**src/rtl/ramlpm_sp32x8.sv**
```systemverilog
// ramlpm_sp32x8: 32x8 single-port synchronous RAM with two register stages.
// Stage 1 registers address/data/wren; stage 2 registers q. A registered
// write commits to the array on the following edge and is echoed on q in the
// same edge (new-data mode). Because commit and the next read's array lookup
// happen on successive edges, a read registered right after a write sees the
// written word directly from the array, so no bypass mux is needed.
module ramlpm_sp32x8 #(
    parameter int    ADDR_W   = 5,
    parameter int    DATA_W   = 8,
    parameter string INIT_HEX = ""
) (
    input  logic [ADDR_W-1:0] address,
    input  logic              clock,
    input  logic [DATA_W-1:0] data,
    input  logic              wren,
    output logic [DATA_W-1:0] q,
    input  logic              reset
);

    localparam int DEPTH = 1 << ADDR_W;

    typedef logic [DATA_W-1:0] mem_t [DEPTH];

    // Power-up image: all zeros.
    function automatic mem_t f_init();
        mem_t m;
        for (int i = 0; i < DEPTH; i++) m[i] = '0;
        return m;
    endfunction

    logic [DATA_W-1:0] r_mem [DEPTH] = f_init();

    logic [ADDR_W-1:0] r_addr;
    logic [DATA_W-1:0] r_data;
    logic              r_wren;
    logic [DATA_W-1:0] r_q;
    logic [DATA_W-1:0] w_rd;
    logic              w_commit;

    assign w_rd     = r_mem[r_addr];
    // Reset on the commit edge drops a registered write.
    assign w_commit = r_wren & ~reset;
    assign q        = r_q;

    // Array write: commit the registered write one edge after capture.
    always_ff @(posedge clock) begin
        if (w_commit) r_mem[r_addr] <= r_data;
    end

    // Input registers and output register; reset clears all, not the array.
    always_ff @(posedge clock) begin
        if (reset) begin
            r_addr <= '0;
            r_data <= '0;
            r_wren <= 1'b0;
            r_q    <= '0;
        end else begin
            r_addr <= address;
            r_data <= data;
            r_wren <= wren;
            r_q    <= r_wren ? r_data : w_rd;
        end
    end

endmodule

```
**config.mk**
```make
export PLATFORM = sky130hd
export DESIGN_NAME = ramlpm_sp32x8
export DESIGN_NICKNAME = d
export VERILOG_FILES = /design/src/rtl/ramlpm_sp32x8.sv
export SDC_FILE = /design/constraint.sdc
export NUM_CORES = 1
export LEC_CHECK = 0
export CORE_ASPECT_RATIO = 1.1
export CORE_UTILIZATION = 55
export CTS_CLUSTER_DIAMETER = 60
export DETAILED_ROUTE_END_ITERATION = 7
export PLACE_DENSITY_LB_ADDON = 0.12
export SLEW_MARGIN = 20
export SYNTH_ARGS = -nofsm -noshare
export SYNTH_HDL_FRONTEND = slang
export SYNTH_SLANG_ARGS = --single-unit
```
**constraint.sdc**
```tcl
create_clock -name clock -period 2.2 [get_ports clock]
set_input_delay 0.55 -clock clock [delete_from_list [all_inputs] [get_ports clock]]
set_output_delay 0.55 -clock clock [all_outputs]
set_load 0.05 [all_outputs]
```
==> flow_metrics.py, run 1 <==
metrics = {
    "sta": {
        "finalSetupViolations": 0,
        "hold_viol": 0,
        "relSlewSlack_pct": 40.7,
        "layout_setup_ws_ns": 0.0644,
        "layout_min_cycle_time_ns": 2.14,
        "slew_violations": 0,
        "finalCritPeriodShare_pct": 97.1,
        "worst_pin_slew_ns": 0.888,
        "finClkSkew_ns": 0.00822,
        "timing.fmax_ghz": 0.468,
        "rsz0062_at_grt": "false",
    },
    "clocking": {
        "cts_max_path_buffers": 3,
        "cts_tree": "built",
        "htree_num_levels": 1,
        "cts.clk_slew.worst_paths_ns": 0.06,
        "clk-insertion-delay-late_ns": 0.53,
        "hold_buffers": 0,
        "root_buffer": "clkbuf_16",
        "numCtsBuffers": 28,
        "cts.sinks": 278,
    },
    "final_layout": {
        "fin_util_pct": 67.6,
        "layoutNonFillerInstCount": 979,
        "finalInstanceArea_mm2": 0.0130,
        "fill_cells": 1297,
        "nets": 727,
        "antenna_cells": 0,
        "layout-drive-gt1-share_pct": 28.6,
        "multi_input_area_mm2": 0.00251,
        "seq_area_mm2": 0.00814,
        "area_growth_pct": 20.0,
    },
    "place": {
        "gp_congestion": 0.908,
        "pre_cts_ws_ns": -0.224,
        "placed_cells": 924,
        "dpl_cell_area_mm2": 0.0121,
        "portBuffers": 23,
        "place_hpwl_um": 16900,
    },
    "synth": {
        "avgSynthCellArea_um2": 18.8,
        "synth_top_flop_cell": "edfxtp_1",
        "syn_area_mm2": 0.0108,
        "ys_seq_elements": 278,
        "yosysSeqAreaShare_pct": 75.0,
        "syn_nets": 591,
        "synth-edff-count": 256,
        "yosysTopAreaCell": "edfxtp_1",
        "synth_most_common_cell": "edfxtp_1",
        "ys_warn_count": 0,
        "ys_top_cells_by_area": "edfxtp_1, mux4_2, dfxtp_1, mux2i_1, nor2_1",
        "synth_common_cells": "edfxtp_1, nor2_1, mux2i_1",
        "synth_cells": 575,
        "ys_types": 47,
        "netlist.area_leader.share_pct": 71.0,
        "async_flop_share_pct": 0,
    },
    "power": {
        "power_mw": 10.9,
        "leakage_nw": 4.69,
        "irDropWorstVdd_mv": 0.798,
        "power_density_mw_per_mm2": 838,
    },
    "worst_setup_path": {
        "cp_common_cell": "buf_4",
        "rrSetupSlack_ns": 0.06,
        "end_kind": "flop",
        "worstSetupStartpoint": "r_addr[1]$_SDFF_PP0_",
        "reg2regPathDepth": 6,
        "cp-endpoint": "q[1]$_SDFF_PP0_",
        "regToRegStartpoint": "r_addr[1]$_SDFF_PP0_",
        "crit_type": "reg2reg",
        "cp.required_ns": 2.57,
        "slowest_delay_ns": 0.51,
        "r2r_end": "q[1]$_SDFF_PP0_",
        "cp.arrival_ns": 2.51,
        "path_delay_family": "simple AND/OR/NAND/NOR gates",
        "worst-path-buf-inv": 2,
        "cp.depth": 6,
        "cp_cell_sequence": "buf_4 -> mux2i_1 -> nor4_1 -> nor4_2 -> buf_4 -> a41oi_1",
        "crit_path_start_kind": "flop",
        "critPathMaxFanout": 11,
        "cp_slowest_cell": "dfxtp_4",
    },
    "global_route": {
        "grt_max_degree": 34,
        "antenna_found_initial": 0,
        "grt_pass1_vias": 5881,
        "grt_pass1_wl_um": 37500,
        "grt_usage_pct": 26.4,
        "grt_remaining_overflow": 0,
    },
    "worst_hold_path": {
        "min_path_cells": 2,
        "hold_path_class": "in2reg",
    },
    "floorplan": {
        "coreArea_mm2": 0.0192,
        "start_util_pct": 56.3,
        "die_area_mm2": 0.0203,
        "die-height_um": 149,
        "rows": 53,
        "io_pins": 24,
        "die_w_um": 136,
    },
    "route": {
        "routed_via_density": 5.95,
        "drc_errors": 0,
        "via_count": 5826,
        "routed_wl_um": 25100,
        "drt_pass1_iterations": 5,
        "ant_nets": 0,
        "drt-initial-drc-count": 506,
        "wire_per_inst_um": 25.6,
    },
    "status": {
        "status": "finished clean",
    },
    "run": {
        "maxCapViolCount": 0,
    },
}
[per-layer routing]
layer	global-route usage [%]	up-vias	part of all wire [%]
met1	37.7	3003	43
met4	7.13	0	2.0
met3	4.32	36	5.6
met2	42.6	207	50
met5	0	-	0
li1	-	2580	-
[sequential cells by signal, summed over array words and instances (netlist names)]
| register | count |
|---|---|
| r_mem | 256 |
| q | 8 |
| r_data | 8 |
| r_addr | 5 |
| r_wren | 1 |
[cells by family (layout without fill, tap and decap cells)]
| family | count (synthesis) | count (layout) | share of synthesized area (%) |
|---|---|---|---|
| AND/OR/NAND/NOR | 131 | 131 | 6.32 |
| multiplexers | 87 | 87 | 13.3 |
| flip-flops | 278 | 278 | 75.0 |
| AO/OA/AOI/OAI | 45 | 45 | 3.26 |
| buffers and inverters | 34 | 191 | 2.07 |
[power by group]
group / total [mW] / internal, mW / switching (mW) / leakage [nW]
Sequential: 5.83 / 5.79 / 0.0450 / 2.85
Combinational: 0.585 / 0.251 / 0.333 / 1.43
Clock: 4.48 / 2.55 / 1.93 / 0.417
Total: 10.9 / 8.59 / 2.31 / 4.69
[how the worst min path moves through the flow]
stage                                   endpoint  slack [ns]                  from
after floorplan                r_wren$_SDFF_PP0_        0.62                 reset
after global placement    r_mem[23][1]$_DFFE_PP_        0.63  r_data[1]$_SDFF_PP0_
after detailed placement  r_mem[23][1]$_DFFE_PP_        0.64  r_data[1]$_SDFF_PP0_
after CTS                   r_data[3]$_SDFF_PP0_        0.55               data[3]
after global routing        r_addr[1]$_SDFF_PP0_        0.57            address[1]
final                       r_addr[0]$_SDFF_PP0_        0.56            address[0]
[metrics by stage]
step | setup TNS (ns) | hold slack [ns]
floorplan | 0 | 0.622
global placement | -25.25 | 0.635
detailed placement | -37.70 | 0.643
CTS | 0 | 0.547
global route | 0 | 0.571
finish | 0 | 0.565
[final cells by class]
class	instances	area share [%]
Inverter	3	0.0866
Timing Repair Buffer	137	8.94
Tap cell	247	2.38
Sequential cell	278	62.6
Multi-Input combinational cell	263	19.3
Clock buffer	36	5.79
Clock inverter	15	0.924
[cells in the final DEF (no fill, tap or decap), types with 10 or more instances in the layout]
master           count
edfxtp_1           256
buf_4              106
nor2_1              47
mux4_2              40
mux2i_1             40
clkbuf_16           29
nor2b_1             27
dfxtp_1             20
clkdlybuf4s50_1     15
nand2b_1            10
[timing repair]
| action | CTS | global route |
|---|---|---|
| setup endpoints to repair | 10 | 4 |
| pin swaps | 0 | 0 |
| buffers inserted | 1 | 3 |
| resized for setup | 9 | 5 |
| cloned | 0 | 0 |
Power figures use the tool's default switching activity.
==> run 2: changes to the inputs <==
==> constraint.sdc (replaced) <==
create_clock -name clock -period 1.93 [get_ports clock]
set_input_delay 0.386 -clock clock [delete_from_list [all_inputs] [get_ports clock]]
set_output_delay 0.386 -clock clock [all_outputs]
set_load 0.05 [all_outputs]
==> flow_metrics.py, run 2 (synthesized netlist as in run 1, its figures left out) <==
metrics = {
    "sta": {
        "finClkSkew_ns": 0.00918,
        "layout_setup_ws_ns": -0.105,
        "finalSetupViolations": 15,
        "layout_min_cycle_time_ns": 2.04,
        "timing.fmax_ghz": 0.491,
        "fin_tns_setup_ns": -0.401,
        "slew_violations": 0,
        "rsz0062_at_grt": "true",
        "hold_viol": 0,
        "finalCritPeriodShare_pct": 105,
        "relSlewSlack_pct": 50.5,
        "holdWs_ns": 0.395,
        "worst_pin_slew_ns": 0.741,
    },
    "worst_setup_path": {
        "cp.arrival_ns": 2.44,
        "crit_path_start_kind": "flop",
        "end_kind": "flop",
        "critPathMaxFanout": 6,
        "crit_type": "reg2reg",
        "cp.required_ns": 2.34,
    },
    "clocking": {
        "cts.sinks": 278,
        "numCtsBuffers": 28,
        "cts_max_path_buffers": 3,
        "cts.clk_slew.worst_paths_ns": 0.06,
        "root_buffer": "clkbuf_16",
        "htree_num_levels": 1,
        "cts_tree": "built",
        "clk-insertion-delay-late_ns": 0.54,
    },
    "place": {
        "portBuffers": 23,
        "gp_congestion": 0.936,
        "place_hpwl_um": 17300,
        "pre_cts_ws_ns": -0.290,
    },
    "route": {
        "routed_wl_um": 25900,
        "routed_via_density": 6.04,
        "via_count": 5986,
        "ant_nets": 0,
        "drt_pass1_iterations": 4,
        "drc_errors": 0,
        "wire_per_inst_um": 26.1,
        "drt-initial-drc-count": 580,
    },
    "power": {
        "leakage_nw": 4.85,
        "power_density_mw_per_mm2": 958,
        "irDropWorstVdd_mv": 0.945,
        "power_mw": 12.9,
    },
    "global_route": {
        "grt_remaining_overflow": 0,
        "antenna_found_initial": 0,
        "grt_pass1_vias": 6249,
        "grt_max_degree": 34,
        "grt_pass1_wl_um": 38400,
        "grt_usage_pct": 26.7,
    },
    "final_layout": {
        "largest_reg_flops": 256,
        "final_cell_mix": "edfxtp_1, buf_4, mux4_2",
        "top_register": "r_mem",
        "nets": 739,
        "layout-drive-gt1-share_pct": 35.2,
        "mostFrequentLayoutCell": "edfxtp_1",
        "area_growth_pct": 24.2,
        "antenna_cells": 0,
    },
    "status": {
        "status": "finished, violations left",
        "violations": "negative setup slack",
    },
    "run": {
        "maxCapViolCount": 0,
    },
    "floorplan": {
        "start_util_pct": 56.3,
        "die_w_um": 136,
        "rows": 53,
        "die-height_um": 149,
        "io_pins": 24,
        "die_area_mm2": 0.0203,
        "coreArea_mm2": 0.0192,
    },
    "worst_hold_path": {
        "hold_path_class": "in2reg",
    },
}
-- run 2: worst paths after layout --
| kind | slack (ns) | startpoint | cells after the start | end |
|---|---|---|---|---|
| worst min register to register | 0.62 | r_data[1]$_SDFF_PP0_ | 3 | q[1]$_SDFF_PP0_ |
| worst max register to register | -0.11 | r_addr[0]$_SDFF_PP0_ | 6 | q[4]$_SDFF_PP0_ |
| worst min-delay path | 0.39 | address[3] | 2 | r_addr[3]$_SDFF_PP0_ |
| worst max-delay path | -0.11 | r_addr[0]$_SDFF_PP0_ | 6 | q[4]$_SDFF_PP0_ |
-- run 2: area by class of cell --
class	count	area, um^2
clock inverters	20	204
inverters	3	11.3
repair buffers	149	1340
well taps	247	309
flip-flops and latches	278	8140
clock buffers	31	733
fillers	1221	5770
multi-input cells	263	2730
-- run 2: what timing repair did --
| action | in CTS | in global routing |
|---|---|---|
| pin swaps | 8 | 7 |
| hold buffers | 0 | 0 |
| setup buffers | 12 | 0 |
| gates cloned | 0 | 0 |
| setup endpoints to repair | 66 | 89 |
| resized for setup | 44 | 17 |
-- run 2: power breakdown --
part / leakage [nW] / internal, mW / switching (mW)
Clock: 0.470 / 3.27 / 2.23
Combinational: 1.53 / 0.341 / 0.417
Sequential: 2.85 / 6.60 / 0.0477
-- run 2: worst max-delay path: stages (launching register included) --
cell       delay, ns
dfxtp_4         0.36
buf_12          0.13
mux4_2          0.57
a2111oi_4       0.36
buf_4           0.18
o211ai_1        0.10
nor3b_2         0.19
-- run 2: per-stage QoR --
| stage | cell area [um^2] | cells | utilization [%] |
|---|---|---|---|
| final | 13500 | 991 | 70.0 |
| after detailed placement | 12200 | 928 | 63.2 |
| after global routing | 13500 | 991 | 70.0 |
| after global placement | 12200 | 928 | 63.2 |
| after floorplan | 10900 | 575 | - |
| after CTS | 13400 | 991 | 69.6 |
-- run 2: routing by layer --
metal  GRT usage [%]  part of all wire, %
met5               0                    0
met1            36.4                   41
met3            3.98                  6.5
met4            9.16                  3.4
met2            44.4                   49
==> run 3: changes to the inputs <==
--- a/config.mk
+++ b/config.mk
@@ -5,11 +5,12 @@
 export SDC_FILE = /design/constraint.sdc
 export NUM_CORES = 1
 export LEC_CHECK = 0
+export ABC_AREA = 1
 export CORE_ASPECT_RATIO = 1.1
-export CORE_UTILIZATION = 55
+export CORE_UTILIZATION = 56
 export CTS_CLUSTER_DIAMETER = 60
 export DETAILED_ROUTE_END_ITERATION = 7
-export PLACE_DENSITY_LB_ADDON = 0.12
+export PLACE_DENSITY_LB_ADDON = 0.05
 export SLEW_MARGIN = 20
 export SYNTH_ARGS = -nofsm -noshare
 export SYNTH_HDL_FRONTEND = slang
==> flow_metrics.py, run 3 <==
metrics = {
    "clocking": {
        "cts_tree": "built",
        "cts.clk_slew.worst_paths_ns": 0.06,
        "clk-insertion-delay-late_ns": 0.53,
        "htree_num_levels": 1,
        "root_buffer": "clkbuf_16",
        "cts_max_path_buffers": 3,
        "numCtsBuffers": 27,
        "cts.sinks": 278,
        "hold_buffers": 0,
    },
    "synth": {
        "yosysTopAreaCell": "edfxtp_1",
        "synth_top_family_by_area": "simple AND/OR/NAND/NOR gates",
        "syn_area_mm2": 0.0115,
        "ys_warn_count": 0,
        "syn_nets": 1121,
        "synth_common_cells": "nand2_1, edfxtp_1, nor2_1",
        "synth-edff-count": 256,
        "synth_most_common_cell": "nand2_1",
        "synth_cells": 1105,
        "synthAdderAreaFrac_pct": 0,
        "synthMuxAreaShare_pct": 0,
        "ys_types": 22,
        "synth_xor_area_share_pct": 0,
        "async_flop_share_pct": 0,
        "ys_top_cells_by_area": "edfxtp_1, nand2_1, dfxtp_1, nor2_1, nand3_1",
        "netlist.area_leader.share_pct": 66.9,
        "synth_compound_area_share_pct": 0.283,
        "yosys.area_share.simple_pct": 25.0,
        "yosysSeqAreaShare_pct": 70.7,
        "avgSynthCellArea_um2": 10.4,
        "synth_top_flop_cell": "edfxtp_1",
        "ys_seq_elements": 278,
    },
    "global_route": {
        "grt_max_degree": 66,
        "grt_pass1_vias": 7532,
        "grt_usage_pct": 26.3,
        "antenna_found_initial": 0,
        "grt_pass1_wl_um": 41100,
        "grt_remaining_overflow": 0,
    },
    "sta": {
        "rsz0062_at_grt": "false",
        "slew_violations": 0,
        "relSlewSlack_pct": 64.8,
        "finClkSkew_ns": 0.00988,
        "finalCritPeriodShare_pct": 92.8,
        "layout_min_cycle_time_ns": 1.79,
        "timing.fmax_ghz": 0.559,
        "fin_tns_setup_ns": 0,
        "hold_viol": 0,
        "finalSetupViolations": 0,
        "worst_pin_slew_ns": 0.530,
    },
    "worst_setup_path": {
        "crit_path_start_kind": "flop",
        "regToRegStartpoint": "r_addr[0]$_SDFF_PP0_",
        "r2r_end": "r_mem[16][2]$_DFFE_PP_",
        "reg2regPathDepth": 6,
        "cp_cell_sequence": "dlygate4sd2_1",
        "worst-path-buf-inv": 1,
        "cp_slowest_cell": "dlygate4sd2_1",
        "path_delay_family": "buffers and inverters",
        "rrSetupSlack_ns": 0.18,
        "cp.arrival_ns": 1.40,
        "crit_type": "reg2out",
        "critPathMaxFanout": 1,
        "worstSetupStartpoint": "q[5]$_SDFF_PP0_",
        "slowest_delay_ns": 0.55,
        "end_kind": "output port",
        "cp.required_ns": 1.54,
    },
    "route": {
        "via_count": 7573,
        "drt-initial-drc-count": 624,
        "drt_pass1_iterations": 5,
        "drc_errors": 0,
        "routed_wl_um": 26700,
        "routed_via_density": 5.18,
        "ant_nets": 0,
        "wire_per_inst_um": 18.3,
    },
    "worst_hold_path": {
        "holdPathEnd": "r_addr[0]$_SDFF_PP0_",
        "hold_path_class": "in2reg",
        "min_path_cells": 3,
        "min_from": "address[0]",
    },
    "final_layout": {
        "layout-drive-gt1-share_pct": 11.3,
        "finalInstanceArea_mm2": 0.0132,
        "mostFrequentLayoutCell": "nand2_1",
        "largest_reg_flops": 256,
        "top_register": "r_mem",
        "antenna_cells": 0,
        "final_cell_mix": "nand2_1, edfxtp_1, buf_4",
        "area_growth_pct": 15.1,
        "nets": 1207,
        "seq_area_mm2": 0.00813,
        "fill_cells": 1596,
        "multi_input_area_mm2": 0.00291,
        "layoutNonFillerInstCount": 1463,
    },
    "floorplan": {
        "die-height_um": 152,
        "rows": 54,
        "die_w_um": 139,
        "die_area_mm2": 0.0211,
        "io_pins": 24,
        "coreArea_mm2": 0.0200,
        "start_util_pct": 57.4,
    },
    "place": {
        "place_hpwl_um": 16900,
        "gp_congestion": 0.819,
        "portBuffers": 23,
        "dpl_cell_area_mm2": 0.0124,
        "placed_cells": 1409,
    },
    "power": {
        "power_density_mw_per_mm2": 917,
        "leakage_nw": 5.83,
        "irDropWorstVdd_mv": 0.834,
        "power_mw": 12.1,
    },
    "run": {
        "maxCapViolCount": 0,
    },
    "status": {
        "status": "finished clean",
    },
}
-- run 3: cell families (layout without fill, tap and decap cells) --
logic type,after synthesis,in the layout
buf+inv,90,196
compound gates,6,6
flops,278,278
simple gates,731,731
-- run 3: layout make-up --
| cell class | instances | share of cell area (%) |
|---|---|---|
| well taps | 252 | 2.38 |
| repair buffers | 105 | 6.76 |
| clock buffers | 31 | 5.22 |
| inverters | 42 | 1.21 |
| flip-flops and latches | 278 | 61.5 |
| clock inverters | 18 | 0.955 |
| multi-input cells | 737 | 22.0 |
-- run 3: stage by stage --
stage | hold WS (ns) | util, % | setup slack (ns)
after detailed placement | 0.599 | 61.9 | -0.00888
after CTS | 0.358 | 66.0 | 0.0983
final | 0.377 | 66.1 | 0.140
after global placement | 0.618 | 61.9 | -0.00366
after floorplan | 0.493 | - | 0.105
after global routing | 0.375 | 66.1 | 0.0429
-- run 3: worst max path at each step --
| stage | endpoint | slack, ns | cells past startpoint |
|---|---|---|---|
| 2_1_floorplan | r_mem[11][0]$_DFFE_PP_ | 0.10 | 5 |
| 3_3_place_gp | r_mem[17][6]$_DFFE_PP_ | -0.004 | 7 |
| 3_5_place_dp | r_mem[27][4]$_DFFE_PP_ | -0.009 | 7 |
| 4_1_cts | r_mem[14][1]$_DFFE_PP_ | 0.1 | 6 |
| 5_1_grt | q[3]$_SDFF_PP0_ | 0.04 | 12 |
| 6_report | q[5] | 0.14 | 1 |
-- run 3: timing repair --
| action | CTS | global route |
|---|---|---|
| pin swaps | 0 | 1 |
| resized for setup | 5 | 0 |
| endpoints found under the setup margin | 5 | 30 |
| gates cloned | 0 | 0 |
| buffers inserted | 0 | 5 |
-- run 3: layer usage --
metal  track usage (%)  wire, um
met1              33.6     11000
met2              45.8     13300
met3              3.61      1580
met4              9.95       881
met5                 0         0
-- run 3: power breakdown --
group	switching [mW]	internal (mW)	leakage (nW)
registers	0.0253	6.60	2.85
clock network	2.12	2.70	0.382
logic	0.485	0.193	2.60
